[src/rtl/mini_game_rng_if.sv]
// ----------------------------------------------------------------------------
// mini_game_rng_if
// Request/response bundle between the game controller and the round-value
// generator.
//   enable     : 1 = generator runs and services requests, 0 = frozen
//   req        : single-cycle request for a new round value
//   seed_load  : load seed_in into the LFSR this cycle
//   seed_in    : 16-bit seed value
//   random_out : last accepted round value (0..MAX_VALUE), held between draws
//   valid      : one-cycle pulse when random_out updates
//   busy       : high while a draw is in progress
// Modports: master = game controller, slave = generator.
// ----------------------------------------------------------------------------
interface mini_game_rng_if;
    logic        enable;
    logic        req;
    logic        seed_load;
    logic [15:0] seed_in;
    logic [3:0]  random_out;
    logic        valid;
    logic        busy;

    modport master (
        output enable, req, seed_load, seed_in,
        input  random_out, valid, busy
    );

    modport slave (
        input  enable, req, seed_load, seed_in,
        output random_out, valid, busy
    );
endinterface

[src/rtl/mini_game_rng.sv]
// ----------------------------------------------------------------------------
// mini_game_rng
// Round-value generator for the mini-game. A free-running 16-bit Galois LFSR
// (mask 16'hB400) is sampled on request; the low nibble is the candidate.
// Candidates above MAX_VALUE are rejected, and with NO_REPEAT a candidate equal
// to the previous output is rejected too (except the first draw after reset).
// After MAX_TRIES rejected evaluations the previous output is advanced by one
// (mod MAX_VALUE+1) so every request completes.
// Ports:
//   clk   : system clock
//   reset : synchronous, active-high reset
//   bus   : mini_game_rng_if.slave (enable, req, seed_load, seed_in in;
//           random_out, valid, busy out)
// ----------------------------------------------------------------------------
module mini_game_rng #(
    parameter logic [15:0] SEED      = 16'hACE1,
    parameter int          MAX_VALUE = 14,
    parameter bit          NO_REPEAT = 1'b1,
    parameter int          MAX_TRIES = 8
) (
    input  logic           clk,
    input  logic           reset,
    mini_game_rng_if.slave bus
);

    localparam int             TRY_W    = (MAX_TRIES > 1) ? $clog2(MAX_TRIES) : 1;
    localparam logic [TRY_W-1:0] LAST_TRY = TRY_W'(MAX_TRIES - 1);
    localparam logic [3:0]     MAX_V    = 4'(MAX_VALUE);
    localparam logic [15:0]    LFSR_MASK = 16'hB400;

    typedef enum logic {
        IDLE = 1'b0,
        DRAW = 1'b1
    } state_t;

    state_t           state_q,  state_d;
    logic [15:0]      lfsr_q,   lfsr_d;
    logic [3:0]       random_q, random_d;
    logic             valid_q,  valid_d;
    logic [TRY_W-1:0] tries_q,  tries_d;
    logic             first_q,  first_d;

    logic [15:0] lfsr_step;
    logic [3:0]  cand;
    logic        accept;
    logic [3:0]  fallback;

    always_comb begin
        lfsr_step = lfsr_q[0] ? ((lfsr_q >> 1) ^ LFSR_MASK) : (lfsr_q >> 1);
        // Candidate is taken from the register value before this edge's step.
        cand      = lfsr_q[3:0];
        accept    = (cand <= MAX_V) &&
                    (!NO_REPEAT || first_q || (cand != random_q));
        // random_q never exceeds MAX_V, so wrapping at MAX_V is a true modulo.
        fallback  = (random_q == MAX_V) ? 4'd0 : (random_q + 4'd1);
    end

    always_comb begin
        state_d  = state_q;
        lfsr_d   = lfsr_q;
        random_d = random_q;
        valid_d  = 1'b0;
        tries_d  = tries_q;
        first_d  = first_q;

        if (bus.seed_load) begin
            // A zero seed would lock the LFSR at zero forever.
            lfsr_d  = (bus.seed_in == 16'h0000) ? SEED : bus.seed_in;
            state_d = IDLE;
            tries_d = '0;
        end else if (bus.enable) begin
            lfsr_d = lfsr_step;
            unique case (state_q)
                IDLE: begin
                    if (bus.req) begin
                        state_d = DRAW;
                        tries_d = '0;
                    end
                end
                DRAW: begin
                    if (accept) begin
                        random_d = cand;
                        valid_d  = 1'b1;
                        first_d  = 1'b0;
                        state_d  = IDLE;
                    end else if (tries_q == LAST_TRY) begin
                        random_d = fallback;
                        valid_d  = 1'b1;
                        first_d  = 1'b0;
                        state_d  = IDLE;
                    end else begin
                        tries_d = tries_q + 1'b1;
                    end
                end
                default: state_d = IDLE;
            endcase
        end
    end

    always_ff @(posedge clk) begin
        if (reset) begin
            state_q  <= IDLE;
            lfsr_q   <= SEED;
            random_q <= 4'd0;
            valid_q  <= 1'b0;
            tries_q  <= '0;
            first_q  <= 1'b1;
        end else begin
            state_q  <= state_d;
            lfsr_q   <= lfsr_d;
            random_q <= random_d;
            valid_q  <= valid_d;
            tries_q  <= tries_d;
            first_q  <= first_d;
        end
    end

    assign bus.random_out = random_q;
    assign bus.valid      = valid_q;
    assign bus.busy       = (state_q == DRAW);

endmodule
[src/flat_wrapper.sv]
// flat-port wrapper written by rule: the top's interface ports become plain ports
module mini_game_rng_flat 
#(
    parameter logic [15:0] SEED      = 16'hACE1,
    parameter int          MAX_VALUE = 14,
    parameter bit          NO_REPEAT = 1'b1,
    parameter int          MAX_TRIES = 8
)
  (clk, reset, bus_enable, bus_req, bus_seed_load, bus_seed_in, bus_random_out, bus_valid, bus_busy);
  mini_game_rng_if bus_i ();
  input  logic clk;
  input  logic reset;
  input wire logic [$bits(bus_i.enable)-1:0] bus_enable;
  input wire logic [$bits(bus_i.req)-1:0] bus_req;
  input wire logic [$bits(bus_i.seed_load)-1:0] bus_seed_load;
  input wire logic [$bits(bus_i.seed_in)-1:0] bus_seed_in;
  output wire logic [$bits(bus_i.random_out)-1:0] bus_random_out;
  output wire logic [$bits(bus_i.valid)-1:0] bus_valid;
  output wire logic [$bits(bus_i.busy)-1:0] bus_busy;
  assign bus_i.enable = bus_enable;
  assign bus_i.req = bus_req;
  assign bus_i.seed_load = bus_seed_load;
  assign bus_i.seed_in = bus_seed_in;
  assign bus_random_out = bus_i.random_out;
  assign bus_valid = bus_i.valid;
  assign bus_busy = bus_i.busy;
  mini_game_rng #(.SEED(SEED), .MAX_VALUE(MAX_VALUE), .NO_REPEAT(NO_REPEAT), .MAX_TRIES(MAX_TRIES)) u_core (.clk(clk), .reset(reset), .bus(bus_i));
endmodule
[config.mk]
export PLATFORM = sky130hd
export DESIGN_NAME = mini_game_rng_flat
export DESIGN_NICKNAME = d
export VERILOG_FILES = /design/src/rtl/mini_game_rng_if.sv /design/src/rtl/mini_game_rng.sv /design/src/flat_wrapper.sv
export SDC_FILE = /design/constraint.sdc
export NUM_CORES = 1
export LEC_CHECK = 0
export ABC_CLOCK_PERIOD_IN_PS = 4500
export CORE_ASPECT_RATIO = 0.6
export CORE_MARGIN = 4
export CORE_UTILIZATION = 55
export DETAILED_ROUTE_END_ITERATION = 10
export PLACE_DENSITY = 0.83
export SYNTH_ARGS = -nofsm -noshare
export SYNTH_HDL_FRONTEND = slang
export SYNTH_SLANG_ARGS = --single-unit
[constraint.sdc]
create_clock -name clk -period 4.5 [get_ports clk]
set_input_delay 0.9 -clock clk [delete_from_list [all_inputs] [get_ports clk]]
set_output_delay 0.9 -clock clk [all_outputs]
set_load 0.05 [all_outputs]
Word level (Yosys, flattened, before mapping)
Cells that the tools add are included.
Storage, ports and cells
  register bits after elaboration: 26
  input port bits: 21
  logic and storage cells: 47
Operators by class
  add/sub/neg operators: 2
  order comparisons: 1
  equal/unequal tests: 6
  multiplexer cells: 19
  bitwise logic cells: 4
  reductions and logical operators: 9
Operators with widths (count)
  two-way mux 16 bit: 4
  logical NOT 16 bit: 1
  two-way mux 4 bit: 3
  two-way mux 3 bit: 3
  AND reduction 4 bit: 2
  two-way mux 1 bit: 7
  inequality test 2 bit, second input constant: 3
  case mux 3 bit (2 select lines): 1
  adder 4 x 1 -> 4 bit, second input constant: 1
  == test 4 bit, second input constant: 1
  <= comparator 4 bit, second input constant: 1
  inequality test 4 bit: 1
  inverter 3 -> 4 bit: 1
  nonzero test 2 bit: 2
  OR reduction 4 bit: 1
  adder 3 x 1 -> 3 bit, second input constant: 1
  == test 3 bit, second input constant: 1
  inverter 1 bit: 3
  case mux 1 bit (2 select lines): 1
  OR reduction 2 bit: 1
  logical AND 1 bit: 1
  logical OR 1 bit: 1

Logic depth before layout (Yosys ltp)
Gate-level depths: netlist of the first run.
  depth after elaboration: 5
  mapped depth: 7
  mapped depth without buffers: 7

Least setup slack after synthesis of the first run
No wires, ideal clock.
  path type: input-to-reg
  from: input port bus_enable
  to: register u_core.random_q[1] (netlist: u_core.bus.random_out[1])
  setup time: 71 ps
  arrival: 1916 ps
  required time: 4429 ps
  setup slack: 2513 ps
  cell stages on the path: 6
  path through: clkbuf_2 and3b_1 o21ai_0 a31oi_2 o221ai_1 a21oi_1
Between the ends
  word-level cells in the longest chain between the ends: 1
RTL lines
  start, declared: RTL line flat_wrapper.sv:13  | input wire logic [$bits(bus_i.enable)-1:0] bus_enable;
  AND reduction 4 bit (no source line)
  end signal, assigned: RTL line mini_game_rng.sv:111  | random_q <= random_d;
  end, declared: RTL line mini_game_rng.sv:38  | logic [3:0] random_q, random_d;
No other way between the ends.
A chain may end at the register's enable or synchronous reset.

Worst setup path in the final report of the first run
Same ends and word-level chain as after synthesis.

==> metrics, run 1 <==
total gr overflow=0; Min-Delay Path Class=reg -> reg; row count=14; EDFF count, synth=0; H-tree Lvls=1; Die Area=3540 um^2; register area share after synthesis=36.0%; DR vias/cell=5.95; clock sink total=26; CP endpoint kind=flip-flop; boundary pin count=27; final setup skew=0.00442 ns; CTS max path bufs=2; Rel. slew slack=49.9%; CTS tree=yes; Final #Nets=206; CP Launch Type=input pin; Pleak=0.632 nW; Setup Fix Bufs, Post-CTS=0; diode count=0; CP required=4.69 ns; Top FF cell, synth=dfxtp_1; Clock Tree Root=clkbuf_8; initial antenna violation count=0; Crit Path Category=in -> reg; number of cells on the worst hold path=2; hpwl dp=2420 um; Num CTS Buffers=3; FFs w/ async S/R, synth=0%; Critical Path AT=2.81 ns; Final Max Slew Viols=0; Final Core Density=68.7%; setup_tns=0 ns; Final Cycle Share=58.1%; final setup fails=0; GPL Wtd Cong=0.832; post-CTS sizing=0; Post-route DRC=0; RSZ-0062 raised after global routing=no; vias in the first global route=1166; die height=47.7 um; Total GRT Usage=19.7%; post-route setup slack=1.89 ns; Highest Clock Rate=383 MHz; Worst VDD drop=0.225 mV; Net Count, Synth=185; Syn Inst Count=162; clock latency on the worst-skew pair=0.27 ns; Mapped Area=1440 um^2; first-pass GRT wire length=5180 um; drt total wl=3280 um; Reg2Reg Depth=5; Worst-path clk slew=0.09 ns; drt wl/cell=15.3 um; DR vias=1274; Initial Util=57.6%; Chip Width=74.1 um; port buffer count=26; Area Overhead vs Synth=19.2%; actual slew at the worst max-slew pin=0.750 ns; 1st-pass router iterations=4; Yosys cell types=37; layout cell share with drive strength beyond 1=9.34%; worst slack, placed=1.63 ns; pin count of the biggest net entering global routing=28; Avg Inst Size Synth=8.91 um^2; final hold vios=0; hold buffers post-CTS=0; Tmin final=2.61 ns; Pwr Density=281 nW/um^2; Core Region=2500 um^2; number of synthesized register bits=26; max cap viols=0; CP max FO=24; Iteration-0 DRC Markers=69; outcome=complete, no violations; post-route ant nets=0; Syn. warnings=0
report_power, final:
| group | internal, mW | switching [mW] |
|---|---|---|
| clock | 0.0783 | 0.0742 |
| combinational | 0.0429 | 0.0376 |
| sequential | 0.241 | 0.0107 |
| total | 0.362 | 0.123 |
cells in the mapped netlist, types with 2 or more instances:
library cell  instances  area, um^2
nand2_1               8        30.0
nand4_1               2        12.5
mux2_2                7        78.8
buf_6                 6        67.6
and3b_1               2        17.5
o22ai_1               9        56.3
xnor2_1               4        35.0
clkbuf_1              4        15.0
nor2_1               21        78.8
nand2b_1             10        62.6
o21ai_0               4        20.0
xor2_1                3        26.3
dfxtp_1              26         521
nand3_1               3        15.0
a21oi_1              13        65.1
o221ai_1              2        17.5
mux2i_1               8        80.1
nor4_1                5        31.3
ha_1                  2        25.0
a32o_1                3        30.0
inv_1                 3        11.3
a211oi_1              2        15.0
metal layers:
metal  track usage (%)  up-vias  share of wire (%)  wire length (um)
met2              33.3       36                 47              1550
met3              5.45        5                5.6               185
met4              7.22        0               0.95                31
met5                 0        -                  0                 0
met1              24.8      600                 46              1510
li1                  -      633                  -                 -
worst max-delay path, cell delays in order:
cell and delay, ns:
clkdlybuf4s50_1 0.46, buf_4 0.30, and3b_1 0.23, o21ai_0 0.12, a31oi_2 0.40, o221ai_1 0.22
a21oi_1 0.19
final timing paths:
kind / start / to / slack [ns]
setup / recovery: bus_enable / u_core.bus.random_out[1] / 1.89
hold / removal: u_core.first_q / u_core.first_q / 0.51
setup reg to reg: u_core.lfsr_q[0] / u_core.tries_q[2] / 2.59
hold reg to reg: u_core.first_q / u_core.first_q / 0.51
state kept, by name, summed over array words and instances, names as in the netlist:
| register | cells |
|---|---|
| u_core.lfsr_q | 16 |
| u_core.bus.random_out | 4 |
| u_core.bus.busy | 1 |
| u_core.first_q | 1 |
| u_core.tries_q | 3 |
| u_core.bus.valid | 1 |
per-stage QoR:
step                      instances  cell area (um^2)  total power, mW  hold slack [ns]
final                           214              1720            0.484            0.508
after global routing            214              1720            0.506            0.540
after CTS                       214              1720            0.486            0.513
after detailed placement        210              1670            0.336            0.494
after global placement          210              1670            0.333            0.484
after floorplan                 162              1440            0.307            0.473
cell usage in the layout (no fill, tap or decap), types with 3 or more instances in the layout:
| cell type | instances |
|---|---|
| nor4_1 | 5 |
| inv_1 | 3 |
| o21ai_0 | 4 |
| nand2b_1 | 10 |
| o22ai_1 | 9 |
| xor2_1 | 3 |
| clkbuf_8 | 4 |
| nor2_1 | 21 |
| a21oi_1 | 13 |
| a32o_1 | 3 |
| dfxtp_1 | 26 |
| mux2i_1 | 8 |
| xnor2_1 | 4 |
| nand2_1 | 8 |
| mux2_2 | 7 |
| clkdlybuf4s50_1 | 26 |
| nand3_1 | 3 |
area by class of cell:
class	instances	area [um^2]
timing repair buffer	28	275
sequential	26	520
tap	32	40.0
inverter	3	11.3
multi-input combinational	121	820
clock buffer	4	55.1
fill	204	783
cells by family after synthesis:
| family | after synthesis | synth area share (%) |
|---|---|---|
| fa+ha+maj | 2 | 1.73 |
| simple gates | 55 | 19.8 |
| mux | 15 | 11.0 |
| buf+inv | 15 | 7.19 |
| flops | 26 | 36.0 |
| xor+xnor | 7 | 4.25 |
| compound gates | 42 | 19.9 |
No activity file was read; power rests on OpenSTA's default activity.
==> inputs of run 2 (changes only) <==
--- a/config.mk
+++ b/config.mk
@@ -5,12 +5,12 @@
 export SDC_FILE = /design/constraint.sdc
 export NUM_CORES = 1
 export LEC_CHECK = 0
-export ABC_CLOCK_PERIOD_IN_PS = 4500
+export ABC_CLOCK_PERIOD_IN_PS = 2100
 export CORE_ASPECT_RATIO = 0.6
 export CORE_MARGIN = 4
-export CORE_UTILIZATION = 55
+export CORE_UTILIZATION = 46
 export DETAILED_ROUTE_END_ITERATION = 10
-export PLACE_DENSITY = 0.83
+export PLACE_DENSITY = 0.74
 export SYNTH_ARGS = -nofsm -noshare
 export SYNTH_HDL_FRONTEND = slang
 export SYNTH_SLANG_ARGS = --single-unit
==> constraint.sdc (replaced) <==
create_clock -name clk -period 2.1 [get_ports clk]
set_input_delay 0.42 -clock clk [delete_from_list [all_inputs] [get_ports clk]]
set_output_delay 0.42 -clock clk [all_outputs]
set_load 0.05 [all_outputs]
==> metrics, run 2 (synthesis gave the netlist of run 1 again) <==
Final Max Slew Viols=0; Pwr Density=587 nW/um^2; Critical Path AT=1.60 ns; final setup skew=0.00258 ns; hpwl dp=2550 um; CP peak stage delay=0.85 ns; Num CTS Buffers=3; diode count=0; Final #Nets=212; Most flops, register=u_core.lfsr_q; actual slew at the worst max-slew pin=0.495 ns; boundary pin count=27; final hold vios=0; drt wl/cell=14.7 um; die height=51.4 um; Initial Util=49.3%; Worst Path Buf+Inv=1; Setup Fix Bufs, Post-CTS=0; total gr overflow=0; final-layout fill cell count=283; drt total wl=3370 um; setup_tns=0 ns; post-CTS sizing=0; Cell Chain, Critical Path=clkdlybuf4s50_1; row count=15; H-tree Lvls=1; Pleak=0.669 nW; Post-route DRC=0; initial antenna violation count=0; outcome=complete, no violations; CTS max path bufs=2; CP endpoint kind=output port; 1st-pass router iterations=4; DR vias=1261; clock latency on the worst-skew pair=0.27 ns; Chip Width=80.3 um; Worst VDD drop=0.338 mV; Clock Tree Root=clkbuf_8; commonest cells after routing, fill and taps aside=26 x dfxtp_1, 23 x clkdlybuf4s50_1, 21 x nor2_1, 13 x a21oi_1, 11 x buf_4; pin count of the biggest net entering global routing=27; port buffer count=26; Min-Delay Path Class=reg -> reg; max reg flops=16; clock sink total=26; slowest CP cell=clkdlybuf4s50_1; post-route ant nets=0; Die Area=4130 um^2; most common cell after layout, fill and taps aside=dfxtp_1; Highest Clock Rate=496 MHz; CTS tree=yes; Iteration-0 DRC Markers=55; Tmin final=2.02 ns; hold buffers post-CTS=0; Area Overhead vs Synth=22.7%; Crit path max-delay family=buffers and inverters; CP required=1.68 ns; Rel. slew slack=66.9%; CP max FO=7; first-pass GRT wire length=5820 um; vias in the first global route=1208; CP Launch Type=flip-flop; Core Region=2930 um^2; final setup fails=0; max cap viols=0; Final Cycle Share=96.0%; Total GRT Usage=18.0%; Crit Path Category=reg -> out; RSZ-0062 raised after global routing=no; GPL Wtd Cong=0.839; DR vias/cell=5.48; Worst-path clk slew=0.09 ns; Hold Slack=0.526 ns; layout cell share with drive strength beyond 1=13.8%
==> run 2: path summary, 6_finish.rpt <==
check / start / end / slack [ns] / depth (start not counted)
worst min register to register: u_core.first_q / u_core.first_q / 0.53 / 2
worst max-delay path: u_core.bus.random_out[3] / bus_random_out[3] / 0.08 / 1
worst max register to register: u_core.bus.random_out[3] / u_core.tries_q[1] / 0.19 / 5
worst min-delay path: u_core.first_q / u_core.first_q / 0.53 / 2
==> run 2: worst register-to-register path, cell delays in order, from the launching register on <==
cell and delay (ns):
dfxtp_1 0.47, xor2_1 0.16, nor4_4 0.47, a21boi_2 0.21
a21o_1 0.25, a32o_1 0.25
==> run 2: metrics by stage <==
stage | power, mW | util, % | cell area [um^2] | std cells | worst slack, ns
3_5_place_dp | 0.725 | 58.6 | 1720 | 226 | 0.0988
3_3_place_gp | 0.718 | 58.6 | 1720 | 226 | 0.186
5_1_grt | 1.09 | 60.5 | 1770 | 230 | 0.0417
4_1_cts | 1.05 | 60.5 | 1770 | 230 | 0.0853
2_1_floorplan | 0.658 | - | 1440 | 162 | 0.117
6_report | 1.04 | 60.5 | 1770 | 230 | 0.0848
==> run 2: final cells by class <==
class	count	area, um^2	area share (%)
flip-flops and latches	26	520	29.4
clock buffers	4	55.1	3.11
inverters	3	11.3	0.636
multi-input cells	121	820	46.3
repair buffers	34	313	17.7
well taps	42	52.6	2.97
==> run 2: power breakdown <==
part,internal (mW),switching [mW],leakage (nW)
Clock,0.168,0.157,0.0288
Combinational,0.0955,0.0856,0.427
Sequential,0.516,0.0188,0.213
Total,0.779,0.261,0.669
==> run 2: per-layer routing <==
| metal | routed length [um] | vias up | share of wire, % | track usage [%] |
|---|---|---|---|---|
| met5 | 0 | - | 0 | 0 |
| met4 | 16 | 0 | 0.47 | 3.37 |
| met2 | 1500 | 35 | 44 | 26.6 |
| li1 | - | 639 | - | - |
| met1 | 1670 | 584 | 50 | 26.4 |
| met3 | 183 | 3 | 5.4 | 4.23 |
